<file path="src/rtl/nx_fifo_ctrl.sv">
// FIFO pointer/occupancy controller: tracks head, tail and entry count for a
// parent-owned storage array of DEPTH slots (DEPTH need not be a power of two).
module nx_fifo_ctrl #(
    parameter int DEPTH            = 16,
    parameter int OVERFLOW_ASSERT  = 1,
    parameter int UNDERFLOW_ASSERT = 1,
    localparam int CW = $clog2(DEPTH + 1),
    localparam int PW = $clog2(DEPTH)
) (
    input  logic          clk,
    input  logic          rst_n,
    input  logic          wen,
    input  logic          ren,
    input  logic          clear,
    output logic          empty,
    output logic          full,
    output logic [CW-1:0] used_slots,
    output logic [CW-1:0] free_slots,
    output logic [PW-1:0] rptr,
    output logic [PW-1:0] wptr,
    output logic          underflow,
    output logic          overflow
);

    logic [CW-1:0] count;
    logic          wr_ok;
    logic          rd_ok;

    // Wrap at DEPTH-1 explicitly so non-power-of-two depths stay in range.
    function automatic logic [PW-1:0] inc_ptr(input logic [PW-1:0] p);
        return (p == PW'(DEPTH - 1)) ? '0 : p + PW'(1);
    endfunction

    assign empty      = (count == '0);
    assign full       = (count == CW'(DEPTH));
    assign used_slots = count;
    assign free_slots = CW'(DEPTH) - count;

    assign overflow   = wen & full;
    assign underflow  = ren & empty;
    assign wr_ok      = wen & ~full;
    assign rd_ok      = ren & ~empty;

    always_ff @(posedge clk or negedge rst_n) begin
        if (!rst_n) begin
            rptr  <= '0;
            wptr  <= '0;
            count <= '0;
        end else if (clear) begin
            rptr  <= '0;
            wptr  <= '0;
            count <= '0;
        end else begin
            if (wr_ok) wptr <= inc_ptr(wptr);
            if (rd_ok) rptr <= inc_ptr(rptr);
            case ({wr_ok, rd_ok})
                2'b10:   count <= count + CW'(1);
                2'b01:   count <= count - CW'(1);
                default: count <= count;
            endcase
        end
    end

    // Simulation-only diagnostics; they observe but never steer the datapath.
    if (OVERFLOW_ASSERT != 0) begin : g_ovf_chk
        always @(posedge clk) begin
            if (rst_n) assert (!overflow) else $error("nx_fifo_ctrl: write while full");
        end
    end

    if (UNDERFLOW_ASSERT != 0) begin : g_unf_chk
        always @(posedge clk) begin
            if (rst_n) assert (!underflow) else $error("nx_fifo_ctrl: read while empty");
        end
    end

endmodule

</file>
<file path="config.mk">
export PLATFORM = sky130hd
export DESIGN_NAME = nx_fifo_ctrl
export DESIGN_NICKNAME = d
export VERILOG_FILES = /design/src/rtl/nx_fifo_ctrl.sv
export SDC_FILE = /design/constraint.sdc
export NUM_CORES = 1
export LEC_CHECK = 0
export BUFFER_PORTS_ARGS = -buffer_cell sky130_fd_sc_hd__buf_2
export CORE_MARGIN = 2
export CORE_UTILIZATION = 46
export CTS_BUF_LIST = sky130_fd_sc_hd__clkbuf_2
export DETAILED_ROUTE_END_ITERATION = 8
export GPL_ROUTABILITY_DRIVEN = 0
export PLACE_DENSITY = 0.76
export SLEW_MARGIN = 25
export SYNTH_ARGS = -nofsm -noshare
export SYNTH_HDL_FRONTEND = slang
export SYNTH_SLANG_ARGS = --single-unit
</file>
<file path="constraint.sdc">
create_clock -name clk -period 2.5 [get_ports clk]
set_input_delay 0.75 -clock clk [delete_from_list [all_inputs] [get_ports clk]]
set_output_delay 0.75 -clock clk [all_outputs]
set_load 0.02 [all_outputs]
</file>
# Yosys cells after proc, flatten, opt, wreduce, memory -nomap -nowiden
# Cells that the tools add are included.
# W data, S select, Z words.
classes:
  n_addsub: 5
  muxes: 8
  n_reduce_logical: 4
  eq_ne: 5
  bitwise: 6
ops:
  columns: ["cell", "count"]
  rows:
  - ["$mux W4", 6]
  - ["$pmux W5 S2", 1]
  - ["$add A4 B1 Y4 const B", 2]
  - ["$eq A4 B4 Y1 const B", 2]
  - ["$add A5 B1 Y5 const B", 1]
  - ["$eq A5 B5 Y1 const B", 1]
  - ["$logic_not A5 Y1", 1]
  - ["$mux W5", 1]
  - ["$sub A5 B1 Y5 const B", 1]
  - ["$sub A5 B5 Y5 const A", 1]
  - ["$and A1 B1 Y1", 4]
  - ["$reduce_bool A2 Y1", 2]
  - ["$reduce_bool A3 Y1", 1]
  - ["$eq A2 B1 Y1 const B", 1]
  - ["$eq A2 B2 Y1 const B", 1]
  - ["$not A1 Y1", 2]
totals:
  inputBits: 5
  reg_bits: 13
  output_inout_bits: 22

# Logic depth before layout (Yosys ltp)
depth:
  ltp_word: 6
  ltp_mapped: 12
  ltp_nobuf: 11

# Least setup slack after synthesis
# No wires, ideal clock.
synth_path:
  path_type: "register to register"
  from: "register count[1], in the netlist used_slots[1]"
  to: "register count[2], in the netlist used_slots[2]"
  t_required_ps: 2372
  setup_slack_ps: -295
  path_stages_with_launch: 13
  arrival_time_ps: 2668
  n_path_buf: 1
  cell_sequence: "dfrtp_1 > inv_1 > ha_1 > nor3b_1 > ha_1 > nor2b_4 > buf_6 > nor2_1 > xnor2_1 > ha_1 > nor4_1 > a31oi_1 > mux2_1"
synth_between:
  elab_chain_cells: 6
  elab_cells_between_ends: 13
synth_lines:
  columns: ["item", "line_no", "text"]
  rows:
  - ["from (decl)", "25", "logic [CW-1:0] count;"]
  - ["from (signal assigned)", "57", "2'b10: count <= count + CW'(1);"]
  - ["from (signal assigned)", "58", "2'b01: count <= count - CW'(1);"]
  - ["from (signal assigned)", "59", "default: count <= count;"]
  - ["$eq A5 B5 Y1 *", "35", "assign full = (count == CW'(DEPTH));"]
  - ["net full", "16", "output logic full,"]
  - ["$not A1 Y1 *", "41", "assign wr_ok = wen & ~full;"]
  - ["$and A1 B1 Y1 *", "41", null]
  - ["$eq A2 B1 Y1 or $eq A2 B2 Y1 (tied branches)", "56", "case ({wr_ok, rd_ok})"]
  - ["$pmux W5 S2", "56", null]
  - ["$mux W5", "49", "end else if (clear) begin"]
# Mark *: on every way through the listed nets, which the timed path passes. The rest lies on a longest branch.
# A chain may end at the register's enable or synchronous reset.

# Final worst setup path
layout_path:
  from: "register count[1], in the netlist used_slots[1]"
  to: "output overflow"
layout_between:
  elab_chain_cells: 2
layout_lines:
  columns: ["item", "line_no", "text"]
  rows:
  - ["$eq A5 B5 Y1", "35", null]
  - ["$and A1 B1 Y1", "39", "assign overflow = wen & full;"]
  - ["to (decl)", "22", "output logic overflow"]
# No other way between the ends.

==> reports/results.txt <==
run status - complete, no violations
DRT Pass-1 Iters - 4
Synth Flop Type - dfrtp_1
worst hold slack - 0.340 ns
Die X - 46.8 um
CTS buffer count - 3
sequential area share after synthesis - 38.7%
most instantiated cells after synthesis - dfrtp_1 (13), nor2_1 (12), nand2_1 (8), a21oi_1 (6), ha_1 (6)
first-pass GRT wire length - 2.89 mm
grt total ovfl - 0
Unique masters post-synth - 28
count of flip-flops with a built-in enable after synthesis - 0
critical path endpoint category - primary output
Synthesis Warnings - 0
clk slew on worst S/H paths - 0.12 ns
FMAX - 0.409 GHz
Final Util - 63.9%
PwrDens - 1350 mW/mm^2
most frequent CP cell - ha_4
GRT Overall Usage - 18.8%
critical path launch point type - flop
Vias/cell - 5.28
Simple-Gate Fraction of Synth Area - 23.4%
Final Cycle Share - 97.7%
Avg Synthesized Cell Area - 9.55 sq um
I/O pin total - 27
Fin Clk Skew - 0.00476 ns
Port Buffers - 26
Root Driver - clkbuf_2
Initial DRC Count - 8
Worst EP arrival - 1.69 ns
Inst Count DP - 139
largest net degree at the start of global routing - 17
maxcap violations - 0
Post-Synth Adder-Cell Area - 8.93%
IR drop worst, VDD - 568 uV
worst stage delay on the critical path - 0.45 ns
Hold Buf Count CTS - 0
Hold Crit Class - in -> async
clock sink count - 13
Mapped Cells - 88
compound-gate portion of the synthesized area - 9.38%
post-synthesis mux area share - 7.59%
Nets - 132
area grow syn2layout - 31.3%
Least-Margin Pin Slew - 0.311 ns
Pwr Total - 1.49 mW
number of global-route vias before repair - 675
core area - 0.00173 sq mm
flops & latches, synth - 13
Non-Filler Instances - 145
CP Class - reg -> out
post-synth top area cell - dfrtp_1
top cells by area, synth - dfrtp_1 (39%), ha_1 (8.9%), nor2_1 (5.4%)
initial antenna violation count - 0
cells along the critical path - inv_4, ha_4, nor3b_4, ha_4, and2_2, buf_6
most numerous cell in the Yosys netlist - dfrtp_1
vias after detailed routing - 766
Starting Density - 48.7%
# diodes - 0
largest family of logic cells by synthesized area - simple AND/OR/NAND/NOR gates
Async SR Flop Fraction - 100%
CP max stage cell - dfrtp_2
WL final - 1.83 mm
Syn Nets - 99
Leakage - 0.551 nW
Data required, critical path - 1.75 ns
die area - 0.00219 sq mm
post-layout minimum cycle time - 2.44 ns
CP max FO - 3
Routed WL per cell - 12.6 um
CTS HTree Levels - 1
Final Max Tran Viols - 0
Post-route DRC - 0
Final Hold Fails - 0
top cell type's share of synthesized area - 38.7%
# rows - 15
Slew headroom - 79.1%
Clock Tree Buf Depth - 2
latest clock arrival within the worst-skew pair - 0.27 ns
# setup viols final - 0
Mapped Area - 841 sq um
DIE HEIGHT - 46.8 um
ANT nets after route - 0
share of cells above drive strength 1 - 40.8%
Post-DP HPWL - 1.41 mm
Worst R2R Setup Slack - 0.13 ns
XOR/XNOR share of the synthesized area - 6.25%
CTS tree - done
-- kinds of logic (layout without fill, tap and decap cells) --
logic type	after synthesis	in the layout
compound gates	13	13
xor+xnor	6	6
fa+ha+maj	6	6
buf+inv	8	40
flops	13	13
mux	6	6
simple gates	36	36
-- per-layer routing --
layer	GRT usage [%]	wire length, um	vias up
li1	-	-	365
met1	22.9	765	375
met2	32.5	966	21
met3	3.46	77	5
met4	8.33	25	0
met5	0	0	-
-- area by class of cell --
class / count / area [sq um]
clock buffers: 4 / 20.0
fillers: 169 / 623
inverters: 4 / 17.5
flip-flops and latches: 13 / 328
well taps: 25 / 31.3
multi-input cells: 67 / 526
repair buffers: 32 / 181
-- power by group --
part	total, mW	internal (mW)	leakage [nW]	switching (mW)
Combinational	1.07	0.464	0.360	0.601
Sequential	0.320	0.262	0.174	0.0582
Clock	0.108	0.0424	0.0166	0.0653
-- through the flow --
stage,setup TNS (ns),area (sq um),setup WS [ns]
floorplan,-0.000811,902,-0.000811
global placement,0,1060,0.132
detailed placement,0,1060,0.0555
CTS,0,1090,0.0139
global route,-0.000353,1100,-0.000353
finish,0,1100,0.0565
-- cells in the final DEF, fill, tap and decap left out --
cell and instances:
buf_6 1, mux2_1 3, nand2_1 8, nor3_1 2
dfrtp_1 11, buf_2 25, a311oi_1 1, mux2i_1 3
a32oi_1 2, and2_1 2, o21ai_0 2, dfrtp_2 2
nor2b_1 2, xor2_1 2, ha_2 1, inv_4 1
inv_1 3, xnor2_1 4, nor2_1 11, and2_2 1
nand2b_4 1, a21oi_1 6, ha_1 2, or3_1 2
ha_4 3, nor2_4 1, nor4_1 2, buf_4 6
nor3b_4 1, and3_4 1, nor2b_4 1, clkbuf_2 4
a31oi_1 2, and2b_1 1
-- timing repair --
| item | in CTS | in global routing |
|---|---|---|
| endpoints found under the setup margin | 2 | 2 |
| pin swaps | 1 | 1 |
| gates resized for setup | 0 | 3 |
| setup buffers | 1 | 1 |
-- worst max-delay path, delay by kind of cell (launching register included) --
| kind | cells | cell delay (ns) |
|---|---|---|
| and+or+nand+nor | 2 | 0.45 |
| DFF | 1 | 0.45 |
| adders and majority gates | 2 | 0.35 |
| buffers and inverters | 2 | 0.18 |
-- registers in the layout, indices dropped and copies added, names as in the netlist --
name,count
rptr,4
used_slots,5
wptr,4
-- worst paths after layout --
| kind | cells after the start | to | startpoint |
|---|---|---|---|
| max | 6 | overflow | used_slots[1]$_DFFE_PN0P_ |
| min | 1 | rptr[3]$_DFFE_PN0P_ | rst_n |
| max reg2reg | 11 | used_slots[4]$_DFFE_PN0P_ | used_slots[1]$_DFFE_PN0P_ |
| min reg2reg | 2 | wptr[3]$_DFFE_PN0P_ | wptr[3]$_DFFE_PN0P_ |
| max in group asynchronous | 1 | used_slots[0]$_DFFE_PN0P_ | rst_n |
| min in group clk | 2 | wptr[3]$_DFFE_PN0P_ | wptr[3]$_DFFE_PN0P_ |
No activity file was read; power rests on OpenSTA's default activity.
